--- config.mk ---
export PLATFORM = sky130hd
export DESIGN_NAME = ucie_ctl_sb_rx_deser
export DESIGN_NICKNAME = d
export VERILOG_FILES = /design/src/rtl/ucie_ctl_sb_rx_deser.sv
export SDC_FILE = /design/constraint.sdc
export NUM_CORES = 1
export LEC_CHECK = 0
export CAP_MARGIN = 15
export CORE_ASPECT_RATIO = 0.9
export CORE_MARGIN = 1.5
export CORE_UTILIZATION = 55
export CTS_CLUSTER_DIAMETER = 80
export CTS_CLUSTER_SIZE = 24
export DETAILED_ROUTE_END_ITERATION = 16
export HOLD_SLACK_MARGIN = 0.03
export PLACE_DENSITY = 0.78
export SETUP_SLACK_MARGIN = 0.02
export SLEW_MARGIN = 20
export SYNTH_ARGS = -nofsm -noshare
export SYNTH_HDL_FRONTEND = slang
export SYNTH_SLANG_ARGS = --single-unit
export TNS_END_PERCENT = 10
--- constraint.sdc ---
create_clock -name i_clk -period 2.25 [get_ports i_clk]
set_clock_uncertainty 0.2 [all_clocks]
set_input_delay 0.3375 -clock i_clk [delete_from_list [all_inputs] [get_ports i_clk]]
set_output_delay 0.3375 -clock i_clk [all_outputs]
set_load 0.005 [all_outputs]
--- src/rtl/ucie_ctl_sb_rx_deser.sv ---
// Sideband RX deserializer: assembles LSB-first 32-bit words per packet, enforces stall timeout and inter-packet gap.
// Optional packet counter output o_pkt_count enabled by defining UCIE_CTL_SB_RX_DESER_STATS_EN.
module ucie_ctl_sb_rx_deser #(
  parameter int P_GAP_CYCLES     = 32,
  parameter int P_TIMEOUT_CYCLES = 8,
  parameter int P_WORDS          = 4
) (
  input  logic        i_clk,
  input  logic        i_rst,
  input  logic        i_sb_data,
  input  logic        i_sb_vld,
  input  logic        i_cfg_crd,
  output logic        o_pl_cfg_vld,
  output logic [31:0] o_received_data,
  output logic        o_count_done,
  output logic        o_overrun_error,
  output logic        o_timeout_error,
  output logic        o_gap_error
`ifdef UCIE_CTL_SB_RX_DESER_STATS_EN
  ,
  output logic [15:0] o_pkt_count
`endif
);

  localparam int STALL_W = $clog2(P_TIMEOUT_CYCLES + 1);
  localparam int GAP_W   = $clog2(P_GAP_CYCLES + 1);
  localparam logic [STALL_W-1:0] STALL_LIMIT = STALL_W'(P_TIMEOUT_CYCLES);
  localparam logic [GAP_W-1:0]   GAP_LIMIT   = GAP_W'(P_GAP_CYCLES);
  localparam logic [1:0]         WORD_LAST   = 2'(P_WORDS - 1);

  typedef enum logic [1:0] {
    ST_IDLE    = 2'd0,
    ST_SHIFT   = 2'd1,
    ST_DISCARD = 2'd2,
    ST_GAP     = 2'd3
  } state_e;

  state_e             state_q, state_d;
  logic [31:0]        shift_q, shift_d;
  logic [4:0]         bit_cnt_q, bit_cnt_d;
  logic [1:0]         word_cnt_q, word_cnt_d;
  logic [STALL_W-1:0] stall_cnt_q, stall_cnt_d;
  logic [GAP_W-1:0]   gap_cnt_q, gap_cnt_d;
  logic               pl_cfg_vld_q, pl_cfg_vld_d;
  logic [31:0]        rx_data_q, rx_data_d;
  logic               count_done_q, count_done_d;
  logic               overrun_err_q, overrun_err_d;
  logic               timeout_err_q, timeout_err_d;
  logic               gap_err_q, gap_err_d;

  logic [31:0]        word_full_s;
  logic [STALL_W-1:0] stall_inc_s;
  logic [GAP_W-1:0]   gap_inc_s;

  // New bits enter at the MSB so the first received bit ends up at bit 0
  assign word_full_s = {i_sb_data, shift_q[31:1]};
  assign stall_inc_s = stall_cnt_q + STALL_W'(1);
  assign gap_inc_s   = gap_cnt_q + GAP_W'(1);

  // Next-state, datapath and output-pulse computation
  always_comb begin
    state_d       = state_q;
    shift_d       = shift_q;
    bit_cnt_d     = bit_cnt_q;
    word_cnt_d    = word_cnt_q;
    stall_cnt_d   = stall_cnt_q;
    gap_cnt_d     = gap_cnt_q;
    rx_data_d     = rx_data_q;
    pl_cfg_vld_d  = 1'b0;
    count_done_d  = 1'b0;
    overrun_err_d = 1'b0;
    timeout_err_d = 1'b0;
    gap_err_d     = 1'b0;

    case (state_q)
      ST_IDLE: begin
        if (i_sb_vld) begin
          shift_d     = {i_sb_data, 31'd0};
          bit_cnt_d   = 5'd1;
          word_cnt_d  = 2'd0;
          stall_cnt_d = '0;
          if (i_cfg_crd) begin
            pl_cfg_vld_d = 1'b1;
            state_d      = ST_SHIFT;
          end else begin
            overrun_err_d = 1'b1;
            state_d       = ST_DISCARD;
          end
        end else begin
          state_d = ST_IDLE;
        end
      end

      ST_SHIFT, ST_DISCARD: begin
        if (i_sb_vld) begin
          // An arriving bit always beats a stall count that would hit its limit
          shift_d     = word_full_s;
          stall_cnt_d = '0;
          if (bit_cnt_q == 5'd31) begin
            bit_cnt_d  = 5'd0;
            word_cnt_d = word_cnt_q + 2'd1;
            if (state_q == ST_SHIFT) begin
              rx_data_d    = word_full_s;
              count_done_d = 1'b1;
            end else begin
              rx_data_d = rx_data_q;
            end
            if (word_cnt_q == WORD_LAST) begin
              word_cnt_d = 2'd0;
              gap_cnt_d  = '0;
              state_d    = ST_GAP;
            end else begin
              state_d = state_q;
            end
          end else begin
            bit_cnt_d = bit_cnt_q + 5'd1;
          end
        end else if (stall_inc_s == STALL_LIMIT) begin
          timeout_err_d = 1'b1;
          shift_d       = 32'd0;
          bit_cnt_d     = 5'd0;
          word_cnt_d    = 2'd0;
          stall_cnt_d   = '0;
          state_d       = ST_IDLE;
        end else begin
          stall_cnt_d = stall_inc_s;
        end
      end

      ST_GAP: begin
        if (i_sb_vld) begin
          gap_err_d = 1'b1;
          gap_cnt_d = '0;
        end else if (gap_inc_s == GAP_LIMIT) begin
          gap_cnt_d = '0;
          state_d   = ST_IDLE;
        end else begin
          gap_cnt_d = gap_inc_s;
        end
      end

      default: begin
        state_d = ST_IDLE;
      end
    endcase
  end

  // State and registered outputs
  always_ff @(posedge i_clk or negedge i_rst) begin
    if (!i_rst) begin
      state_q       <= ST_IDLE;
      shift_q       <= 32'd0;
      bit_cnt_q     <= 5'd0;
      word_cnt_q    <= 2'd0;
      stall_cnt_q   <= '0;
      gap_cnt_q     <= '0;
      rx_data_q     <= 32'd0;
      pl_cfg_vld_q  <= 1'b0;
      count_done_q  <= 1'b0;
      overrun_err_q <= 1'b0;
      timeout_err_q <= 1'b0;
      gap_err_q     <= 1'b0;
    end else begin
      state_q       <= state_d;
      shift_q       <= shift_d;
      bit_cnt_q     <= bit_cnt_d;
      word_cnt_q    <= word_cnt_d;
      stall_cnt_q   <= stall_cnt_d;
      gap_cnt_q     <= gap_cnt_d;
      rx_data_q     <= rx_data_d;
      pl_cfg_vld_q  <= pl_cfg_vld_d;
      count_done_q  <= count_done_d;
      overrun_err_q <= overrun_err_d;
      timeout_err_q <= timeout_err_d;
      gap_err_q     <= gap_err_d;
    end
  end

  assign o_pl_cfg_vld    = pl_cfg_vld_q;
  assign o_received_data = rx_data_q;
  assign o_count_done    = count_done_q;
  assign o_overrun_error = overrun_err_q;
  assign o_timeout_error = timeout_err_q;
  assign o_gap_error     = gap_err_q;

`ifdef UCIE_CTL_SB_RX_DESER_STATS_EN
  logic [15:0] pkt_count_q, pkt_count_d;

  // Saturating count of packets whose final word completed in SHIFT
  always_comb begin
    pkt_count_d = pkt_count_q;
    if ((state_q == ST_SHIFT) && i_sb_vld && (bit_cnt_q == 5'd31) &&
        (word_cnt_q == WORD_LAST) && (pkt_count_q != 16'hFFFF)) begin
      pkt_count_d = pkt_count_q + 16'd1;
    end else begin
      pkt_count_d = pkt_count_q;
    end
  end

  // Packet counter register
  always_ff @(posedge i_clk or negedge i_rst) begin
    if (!i_rst) begin
      pkt_count_q <= 16'd0;
    end else begin
      pkt_count_q <= pkt_count_d;
    end
  end

  assign o_pkt_count = pkt_count_q;
`endif

endmodule

==> impl_metrics.csv <==
group,metric,value,unit
synth,synth_nets,290,
power,pwr-share-seq,47.0,%
global_route,leftover_overflow_at_the_end_of_global_routing,0,
synth,yosys.cell_types.count,41,
die,die_area,7120,um^2
global_route,pin_count_of_the_biggest_net_entering_global_routing,45,
worst_setup_path,critPathCaptureType,"register",
finish,layout-drive-gt1-share,21.5,%
sta,drv_slew,0,
synth,share_of_cell_area_taken_by_muxes_after_synthesis,11.6,%
sta,period_needed,2.14,ns
die,chipHeight,80.2,um
synth,synthesis.area,3640,um^2
cts,insertion_delay,0.35,ns
cts,max-clock-path-buffers,2,
die,core_area,6250,um^2
synth,netlist_instances,276,
finish,antenna-diode-count,0,
detailed_routing,dr_pass1_iterations,4,
die,floorplan.rows,27,
die,boundaryPins,42,
finish,area_delta_synth_final,22.5,%
sta,max_clock_freq,0.468,GHz
worst_setup_path,critPathArrivalTime,2.21,ns
synth,synthArstFlopShare,100,%
synth,largest_family_of_logic_cells_by_synthesized_area,"compound AO/OA/AOI/OAI gates",
synth,synth_simple_gate_area_share,7.84,%
worst_setup_path,cp-start-kind,"register",
finish,layout.cells.most_common,"sky130_fd_sc_hd__dfrtp_1",
detailed_routing,average_detailed_routed_wire_length_per_instance,15.7,um
hold_path,worst_hold_path.num_cells,1,
synth,synth_largest_area_cell,"sky130_fd_sc_hd__dfrtp_1",
place,port_buffers,41,
detailed_routing,detail_route.vias_per_cell,5.65,
global_route,initial_antenna_violation_count,0,
finish,final_util,71.4,%
power,power-per-cell-area,849,nW/um^2
die,die-width,88.8,um
power,p_leak,2.15,nW
worst_setup_path,r2r.worst_path.cells,8,
detailed_routing,drt_drc_violations_left,0,
global_route,globalRouteTotalUtil,21.6,%
synth,synth_sequential_area_ratio,59.8,%
sta,rsz0062_at_grt,"yes",
cts,cts_setup_buffers,0,
sta,fin_ws,0.113,ns
global_route,via_count_of_the_first_global_routing_pass,2468,
synth,synth_enable_flop_cells,0,
worst_setup_path,cp_max_fo,7,
worst_setup_path,worstPathRequired,2.32,ns
cts,worst_setup_hold_path_clk_slew,0.08,ns
finish,final_cell_mix,"sky130_fd_sc_hd__dfrtp_1 (87), sky130_fd_sc_hd__clkdlybuf4s50_1 (40), sky130_fd_sc_hd__a22o_1 (33), sky130_fd_sc_hd__mux2_2 (33)",
synth,netlist.area_leader.share,59.8,%
die,initial_core_utilization,58.3,%
sta,holdWs,0.280,ns
worst_setup_path,timing.setup.critical_path_class,"register to register",
place,placement.setup.worst_slack,0.0754,ns
power,ir_worst_vdd,0.587,mV
place,gpl.final_weighted_congestion,0.846,
power,power.share.switching,31.4,%
power,switching_power,1.19,mW
detailed_routing,ant_nets,0,
power,intPower,2.59,mW
status,status,"complete, no violations",
synth,synth_flop_cell,"sky130_fd_sc_hd__dfrtp_1",
power,power.share.combinational,22.9,%
cts,numCtsBuffers,9,
synth,ys_ff_latch,87,
cts,clock_tree.htree_level_count,3,
synth,synth-compound-area-share,14.3,%
detailed_routing,wirelength,6.62,mm
synth,yosys_warnings,0,
place,placed_cell_area,4220,um^2
detailed_routing,route.vias.total,2386,
synth,postSynthAreaPerCell,13.2,um^2
sta,final_hold_viol_count,0,
finish,finalInstanceArea,4460,um^2
cts,numClockSinks,87,
job,max_cap_violations,0,
sta,setup_viol,0,
cts,root_buffer,"sky130_fd_sc_hd__clkbuf_8",
power,power.share.clock,30.1,%
synth,yosys.area_share.xor_xnor,0.722,%
finish,stdcell_count,422,
sta,slew_headroom,62.2,%
synth,synth_fa_ha_area_share,3.09,%
sta,tns,0,ns
hold_path,holdCritPathClass,"register to register",
power,fin_total_pwr,3.78,mW
synth,netlist_top_cells_area,"sky130_fd_sc_hd__dfrtp_1 (60%), sky130_fd_sc_hd__mux2_2 (10%), sky130_fd_sc_hd__a22o_1 (7.9%), sky130_fd_sc_hd__ha_1 (3.1%), sky130_fd_sc_hd__o21ai_0 (1.8%)",
cts,clock_tree_from_tritoncts,"built",
sta,tightest_slew,0.567,ns
detailed_routing,drt_iter0_markers,64,
place,numPlacedInstances,405,
place,hpwl,4.48,mm
sta,post-route-period-util,95.0,%
finish,design.final.nets,344,
global_route,grt_pass1_wl,11.6,mm
==> sequential cells by signal (all words and copies together) (netlist names) <==
signal / flops
shift_q: 31
o_overrun_error: 1
o_pl_cfg_vld: 1
word_cnt_q: 2
o_received_data: 32
o_timeout_error: 1
stall_cnt_q: 4
o_count_done: 1
o_gap_error: 1
bit_cnt_q: 5
state_q: 2
gap_cnt_q: 6
==> critical path, cell delays in order, from the launching register on <==
cell and delay (ns):
sky130_fd_sc_hd__dfrtp_1 0.41, sky130_fd_sc_hd__ha_1 0.23, sky130_fd_sc_hd__and3_1 0.19, sky130_fd_sc_hd__ha_1 0.19
sky130_fd_sc_hd__buf_4 0.16, sky130_fd_sc_hd__mux2_2 0.26, sky130_fd_sc_hd__nand2_1 0.06, sky130_fd_sc_hd__o21ai_0 0.17
sky130_fd_sc_hd__o21ai_1 0.18
==> final timing paths <==
| check | start | end | slack [ns] |
|---|---|---|---|
| worst max register to register | bit_cnt_q[0] | word_cnt_q[1] | 0.11 |
| max in group asynchronous | i_rst | shift_q[20] | 0.88 |
| min in group asynchronous | i_rst | o_received_data[8] | 0.33 |
| worst min-delay path | word_cnt_q[0] | word_cnt_q[0] | 0.28 |
| worst max-delay path | bit_cnt_q[0] | word_cnt_q[1] | 0.11 |
| worst min register to register | word_cnt_q[0] | word_cnt_q[0] | 0.28 |
==> power groups by stage <==
stage                     Combinational, mW  Sequential (mW)  Clock [mW]
final                                 0.865             1.78        1.14
after global routing                  0.970             1.79        1.24
after CTS                             0.852             1.78        1.17
after detailed placement              0.839             1.81           0
after global placement                0.818             1.80           0
after floorplan                       0.636             1.78           0
==> synthesized netlist by cell type (2+ instances only) <==
| cell | n |
|---|---|
| sky130_fd_sc_hd__a21oi_1 | 5 |
| sky130_fd_sc_hd__xnor2_1 | 2 |
| sky130_fd_sc_hd__a22oi_1 | 2 |
| sky130_fd_sc_hd__and2_1 | 6 |
| sky130_fd_sc_hd__a21o_1 | 3 |
| sky130_fd_sc_hd__o21ai_0 | 13 |
| sky130_fd_sc_hd__a22o_1 | 33 |
| sky130_fd_sc_hd__mux2_2 | 33 |
| sky130_fd_sc_hd__nand2_1 | 13 |
| sky130_fd_sc_hd__nand3_1 | 4 |
| sky130_fd_sc_hd__inv_1 | 3 |
| sky130_fd_sc_hd__dfrtp_1 | 87 |
| sky130_fd_sc_hd__nor2_1 | 12 |
| sky130_fd_sc_hd__nor2b_1 | 2 |
| sky130_fd_sc_hd__clkbuf_1 | 6 |
| sky130_fd_sc_hd__buf_2 | 4 |
| sky130_fd_sc_hd__mux2i_1 | 5 |
| sky130_fd_sc_hd__nand4_1 | 3 |
| sky130_fd_sc_hd__nor3_1 | 2 |
| sky130_fd_sc_hd__ha_1 | 9 |
| sky130_fd_sc_hd__buf_6 | 3 |
| sky130_fd_sc_hd__nand2b_1 | 4 |
| sky130_fd_sc_hd__and3_1 | 3 |
| sky130_fd_sc_hd__o31ai_1 | 2 |
==> kinds of logic after synthesis <==
family / after synthesis
DFF: 87
buffers and inverters: 18
adders and majority gates: 9
AOI/OAI and AO/OA: 66
xor gates and xnor gates: 3
and+or+nand+nor: 55
muxes: 38
==> per-layer routing <==
layer	track usage, %	wire [um]	vias up
li1	-	-	1118
met3	7.50	295	7
met1	28.8	3030	1216
met2	33.2	3230	45
met5	0	0	-
met4	6.56	71	0
==> final cells by class <==
class / instances / area [um^2]
timing repair buffer: 57 / 568
sequential: 87 / 2180
fill: 441 / 1790
tap: 87 / 109
clock buffer: 11 / 151
clock inverter: 5 / 62.6
inverter: 4 / 15.0
multi-input combinational: 171 / 1380
==> timing repair <==
action | in CTS | in global routing
endpoints found under the hold margin | 42 | 0
setup endpoints to repair | 0 | 5
resized for setup | 0 | 2
hold buffers | 1 | 0
No activity file was read; power rests on OpenSTA's default activity.
